==> src/rtl/cv32e40x_pma_sequencer.sv <==
// PMA sequencer: passes clean core transactions onto OBI, absorbs PMA-faulting ones
// and injects their error response in order behind earlier bus responses.

module cv32e40x_pma_sequencer_chk #(
    parameter int unsigned MAX_OUTSTANDING = 2,
    parameter int unsigned CNT_W           = 2
) (
    input logic             clk,
    input logic             rst,
    input logic [CNT_W-1:0] cnt_i,
    input logic             issue_i,
    input logic             resp_i,
    input logic             respond_i
);
    localparam logic [CNT_W-1:0] MAX_CNT  = CNT_W'(MAX_OUTSTANDING);
    localparam logic [CNT_W-1:0] CNT_ZERO = {CNT_W{1'b0}};

    // Counter never wraps and no bus response may coincide with the injected slot.
    always_ff @(posedge clk) begin
        if (!rst) begin
            assert (!(issue_i && (cnt_i == MAX_CNT)));
            assert (!(resp_i && (cnt_i == CNT_ZERO)));
            assert (!(resp_i && respond_i));
        end
    end
endmodule

module cv32e40x_pma_sequencer #(
    parameter int unsigned MAX_OUTSTANDING = 2
) (
    input  logic        clk,
    input  logic        rst,
    input  logic        core_trans_valid_i,
    output logic        core_trans_ready_o,
    input  logic [31:0] core_trans_addr_i,
    input  logic        pma_err_i,
    input  logic        pma_bufferable_i,
    output logic        bus_trans_valid_o,
    input  logic        bus_trans_ready_i,
    output logic [31:0] bus_trans_addr_o,
    output logic        bus_trans_bufferable_o,
    input  logic        bus_resp_valid_i,
    input  logic        bus_resp_err_i,
    output logic        core_resp_valid_o,
    output logic        core_resp_err_o,
    output logic        core_resp_pma_err_o
);
    localparam int unsigned      CNT_W    = $clog2(MAX_OUTSTANDING + 1);
    localparam logic [CNT_W-1:0] MAX_CNT  = CNT_W'(MAX_OUTSTANDING);
    localparam logic [CNT_W-1:0] CNT_ZERO = {CNT_W{1'b0}};

    typedef enum logic [1:0] {
        IDLE    = 2'd0,
        DRAIN   = 2'd1,
        RESPOND = 2'd2
    } state_e;

    state_e           state_q, state_d;
    logic [CNT_W-1:0] cnt_q, cnt_d;
    logic             issue_s;
    logic             inc_s;
    logic             dec_s;

    assign bus_trans_addr_o       = core_trans_addr_i;
    assign bus_trans_bufferable_o = pma_bufferable_i;

    // Handshake outputs, outstanding-count update and next-state selection.
    always_comb begin
        state_d             = state_q;
        bus_trans_valid_o   = 1'b0;
        core_trans_ready_o  = 1'b0;
        core_resp_valid_o   = 1'b0;
        core_resp_err_o     = 1'b0;
        core_resp_pma_err_o = 1'b0;
        if (rst) begin
            state_d = IDLE;
        end else begin
            core_resp_valid_o = bus_resp_valid_i;
            core_resp_err_o   = bus_resp_err_i;
            case (state_q)
                IDLE: begin
                    if (core_trans_valid_i && pma_err_i) begin
                        core_trans_ready_o = 1'b1;
                    end else begin
                        bus_trans_valid_o  = core_trans_valid_i && (cnt_q < MAX_CNT);
                        core_trans_ready_o = bus_trans_valid_o && bus_trans_ready_i;
                    end
                end
                DRAIN: begin
                    core_trans_ready_o = 1'b0;
                end
                RESPOND: begin
                    core_resp_valid_o   = 1'b1;
                    core_resp_err_o     = 1'b0;
                    core_resp_pma_err_o = 1'b1;
                end
                default: begin
                    core_resp_valid_o = 1'b0;
                    core_resp_err_o   = 1'b0;
                end
            endcase
        end

        issue_s = bus_trans_valid_o && bus_trans_ready_i;
        // Saturating guards keep the counter in range even under a protocol violation.
        inc_s   = issue_s && (cnt_q != MAX_CNT);
        dec_s   = bus_resp_valid_i && (cnt_q != CNT_ZERO) && (state_q != RESPOND);
        cnt_d   = cnt_q + CNT_W'(inc_s) - CNT_W'(dec_s);

        if (!rst) begin
            case (state_q)
                IDLE: begin
                    if (core_trans_valid_i && pma_err_i) begin
                        state_d = (cnt_d == CNT_ZERO) ? RESPOND : DRAIN;
                    end else begin
                        state_d = IDLE;
                    end
                end
                DRAIN: begin
                    state_d = (cnt_d == CNT_ZERO) ? RESPOND : DRAIN;
                end
                RESPOND: begin
                    state_d = IDLE;
                end
                default: begin
                    state_d = IDLE;
                end
            endcase
        end else begin
            state_d = IDLE;
        end
    end

    // State and outstanding-counter registers.
    always_ff @(posedge clk) begin
        if (rst) begin
            state_q <= IDLE;
            cnt_q   <= CNT_ZERO;
        end else begin
            state_q <= state_d;
            cnt_q   <= cnt_d;
        end
    end

    cv32e40x_pma_sequencer_chk #(
        .MAX_OUTSTANDING (MAX_OUTSTANDING),
        .CNT_W           (CNT_W)
    ) u_chk (
        .clk       (clk),
        .rst       (rst),
        .cnt_i     (cnt_q),
        .issue_i   (issue_s),
        .resp_i    (bus_resp_valid_i),
        .respond_i (state_q == RESPOND)
    );
endmodule

==> config.mk <==
export PLATFORM = sky130hd
export DESIGN_NAME = cv32e40x_pma_sequencer
export DESIGN_NICKNAME = d
export VERILOG_FILES = /design/src/rtl/cv32e40x_pma_sequencer.sv
export SDC_FILE = /design/constraint.sdc
export NUM_CORES = 1
export LEC_CHECK = 0
export BUFFER_PORTS_ARGS = -buffer_cell sky130_fd_sc_hd__buf_2
export CORE_MARGIN = 4
export CORE_UTILIZATION = 28
export CTS_CLUSTER_DIAMETER = 150
export DETAILED_ROUTE_END_ITERATION = 10
export PLACE_DENSITY_LB_ADDON = 0.1
export SYNTH_ARGS = -nofsm -noshare
export SYNTH_HDL_FRONTEND = slang
export SYNTH_SLANG_ARGS = --single-unit
export TNS_END_PERCENT = 50
==> constraint.sdc <==
create_clock -name clk -period 3.1 [get_ports clk]
set_input_delay 0.775 -clock clk [delete_from_list [all_inputs] [get_ports clk]]
set_output_delay 0.775 -clock clk [all_outputs]
set_load 0.05 [all_outputs]
==> metrics.cfg <==
[synthesis]
synthArstFlopShare_pct=0
synth_top_area_cell=buf_4
syn_inst=61
synthDistinctLibCells=15
ys_ff_latch=4
synth_top_cell_area_share_pct=49.0
synth_edf_count=0
synth_area_um2=505
seq_area_frac_synth_pct=15.8
ys.flop_type=dfxtp_1
synth_fp_nets=103
yosysMostFrequentCell=buf_4
yosysWarnings=0
synth.avg_cell_area_um2=8.29
synth_common_cells=33 x buf_4, 4 x dfxtp_1, 4 x inv_1, 4 x nor2_1, 3 x a21oi_1
synthTopCellsByArea=buf_4 49%, dfxtp_1 16%, or4b_4 5.4%, ha_1 5.0%, xnor3_1 4.5%

[pwr]
seq_power_share_pct=28.7
p_int_w=0.000176
p_sw_w=0.000111
pwr_density_cell_mw_per_mm2=766
p_comb_share_pct=49.3
p_sw_share_pct=38.6
p_leak_nw=0.197
vdd_ir_drop_max_v=0.000296
power.share.clock_pct=22.0

[setup_path]
cp.required_ns=3.23
crit_buf_inv=2
slowest_stage=or4b_4
end_kind=flop
cp_max_fo=3
cp.arrival_ns=2.86
critical_path_class=input pin to flop
crit_path_start_kind=input pin
slowest_delay_ns=0.52
cpLargestDelayFamily=simple AND/OR/NAND/NOR gates
critical_path.cell_chain=buf_2, or4b_4, or4b_4, ha_1, inv_1, ha_1, xnor3_1, nor4b_1

[clock_tree]
cts_made_buffers=3
postCtsSetupBuffers=0
path_clk_slew_ns=0.04
clk_latency_ns=0.23
hold_buffers=0
cts_buffer_depth=2
cts_tree=built
cts_htree_levels=1
cts_root_buf=clkbuf_4
cts_resized=0
clock-sinks=4

[sta]
tns_ns=0
rsz0062_at_grt=false
setup_viol=0
tightestPinTransition_ns=0.231
fin_crit_ns=2.72
hold_viol=0
period_share_pct=87.8
max_slew_margin_pct=84.4
drv_slew=0
clock-skew-final_ns=0.00515
hold_slack_ns=0.596
max_freq_ghz=0.367
setup_ws_ns=0.378

[route]
vias_per_cell=3.97
routedWlPerCell_um=11.5
ant_nets=0
routed-via-count=270
drtPass1Iterations=1
wirelength_um=781
drc=0
initialDrtViolationCount=0

[cells_and_area]
nets=87
n_fill_cell=212
drive_gt1_share_pct=41.9
antenna_cells=0
stdcell_area_um2=374
syn2layout_area_growth_pct=-26.0

[floorplanning]
dieWidth_um=50.5
die-area_mm2=0.00255
die_h_um=50.5
core_area_mm2=0.00173
row_count=15
start_util_pct=29.3
pin_count=78

[global_route]
grt_pass1_wl_um=1220
grt_pass1_vias=283
antenna_found_initial=0
grt.total_usage_pct=6.73
grt-ovfl-total=0
grt_max_degree=6

[place]
dp_slack_ns=0.126
hpwl_um=676
gp_congestion=0.668
portBuffers=11
placed_area_um2=352

[outcome]
status=finished clean

[flow_run]
cap_violations=0

[hold_path]
min_path_type=flop to flop

==> cells by family (layout without fill, tap and decap cells) <==
logic type	Yosys count	in the layout	synth area share, %
XOR/XNOR	1	1	4.46
AO/OA/AOI/OAI	5	5	6.44
adder cells (fa/ha/maj)	2	2	4.95
buffers and inverters	37	19	52.0
flip-flops	4	4	15.8
AND/OR/NAND/NOR	12	12	16.3
==> layout by cell type (no fill, tap or decap), types with 2 or more instances in the layout <==
cell	Yosys	final
buf_2	0	11
inv_1	4	4
nor2_1	4	4
dfxtp_1	4	4
a21oi_1	3	3
clkbuf_4	0	3
or4b_4	2	2
nand2b_1	2	2
ha_1	2	2
==> sequential cells by signal (all words and copies together), names as in the netlist <==
register,cells
cnt_q,2
state_q,2
==> through the flow <==
stage	cells	total power (W)	util (%)
final	68	0.000287	21.7
after global routing	68	0.000319	21.7
after CTS	68	0.000292	21.7
after detailed placement	65	0.000227	20.4
after global placement	65	0.000227	20.4
after floorplan	61	0.000309	-
==> cell type report <==
cell class	instances	area, um^2	share of cell area, %
well taps	25	31.3	8.36
flip-flops and latches	4	80.1	21.4
clock buffers	3	22.5	6.02
inverters	4	15.0	4.01
multi-input cells	20	163	43.5
repair buffers	12	62.6	16.7
==> metal layers <==
metal / vias to the layer above / share of wire [%] / global-route usage, %
li1: 128 / - / -
met1: 118 / 38 / 6.46
met2: 18 / 43 / 8.04
met3: 6 / 16 / 5.34
met4: 0 / 3.3 / 8.07
met5: - / 0 / 0
==> final timing paths <==
kind / startpoint / end / slack (ns) / cells past startpoint
worst max-delay path: rst / state_q[1] / 0.38 / 8
worst min-delay path: cnt_q[0] / state_q[1] / 0.60 / 2
worst max register to register: state_q[1] / state_q[1] / 0.65 / 7
worst min register to register: cnt_q[0] / state_q[1] / 0.60 / 2
==> power by group through the flow <==
stage	logic (W)	clock network [W]	registers, W
floorplan	0.000230	0	0.0000792
global placement	0.000143	0	0.0000834
detailed placement	0.000144	0	0.0000829
CTS	0.000144	0.0000661	0.0000821
global route	0.000161	0.0000718	0.0000853
finish	0.000141	0.0000629	0.0000823
==> worst register-to-register path: stages, from the launching register on <==
cell	delay, ns
dfxtp_1	0.32
or4b_4	0.55
or4b_4	0.52
ha_1	0.28
inv_1	0.04
ha_1	0.18
xnor3_1	0.24
nor4b_1	0.23
(Power assumes the default switching activity.)
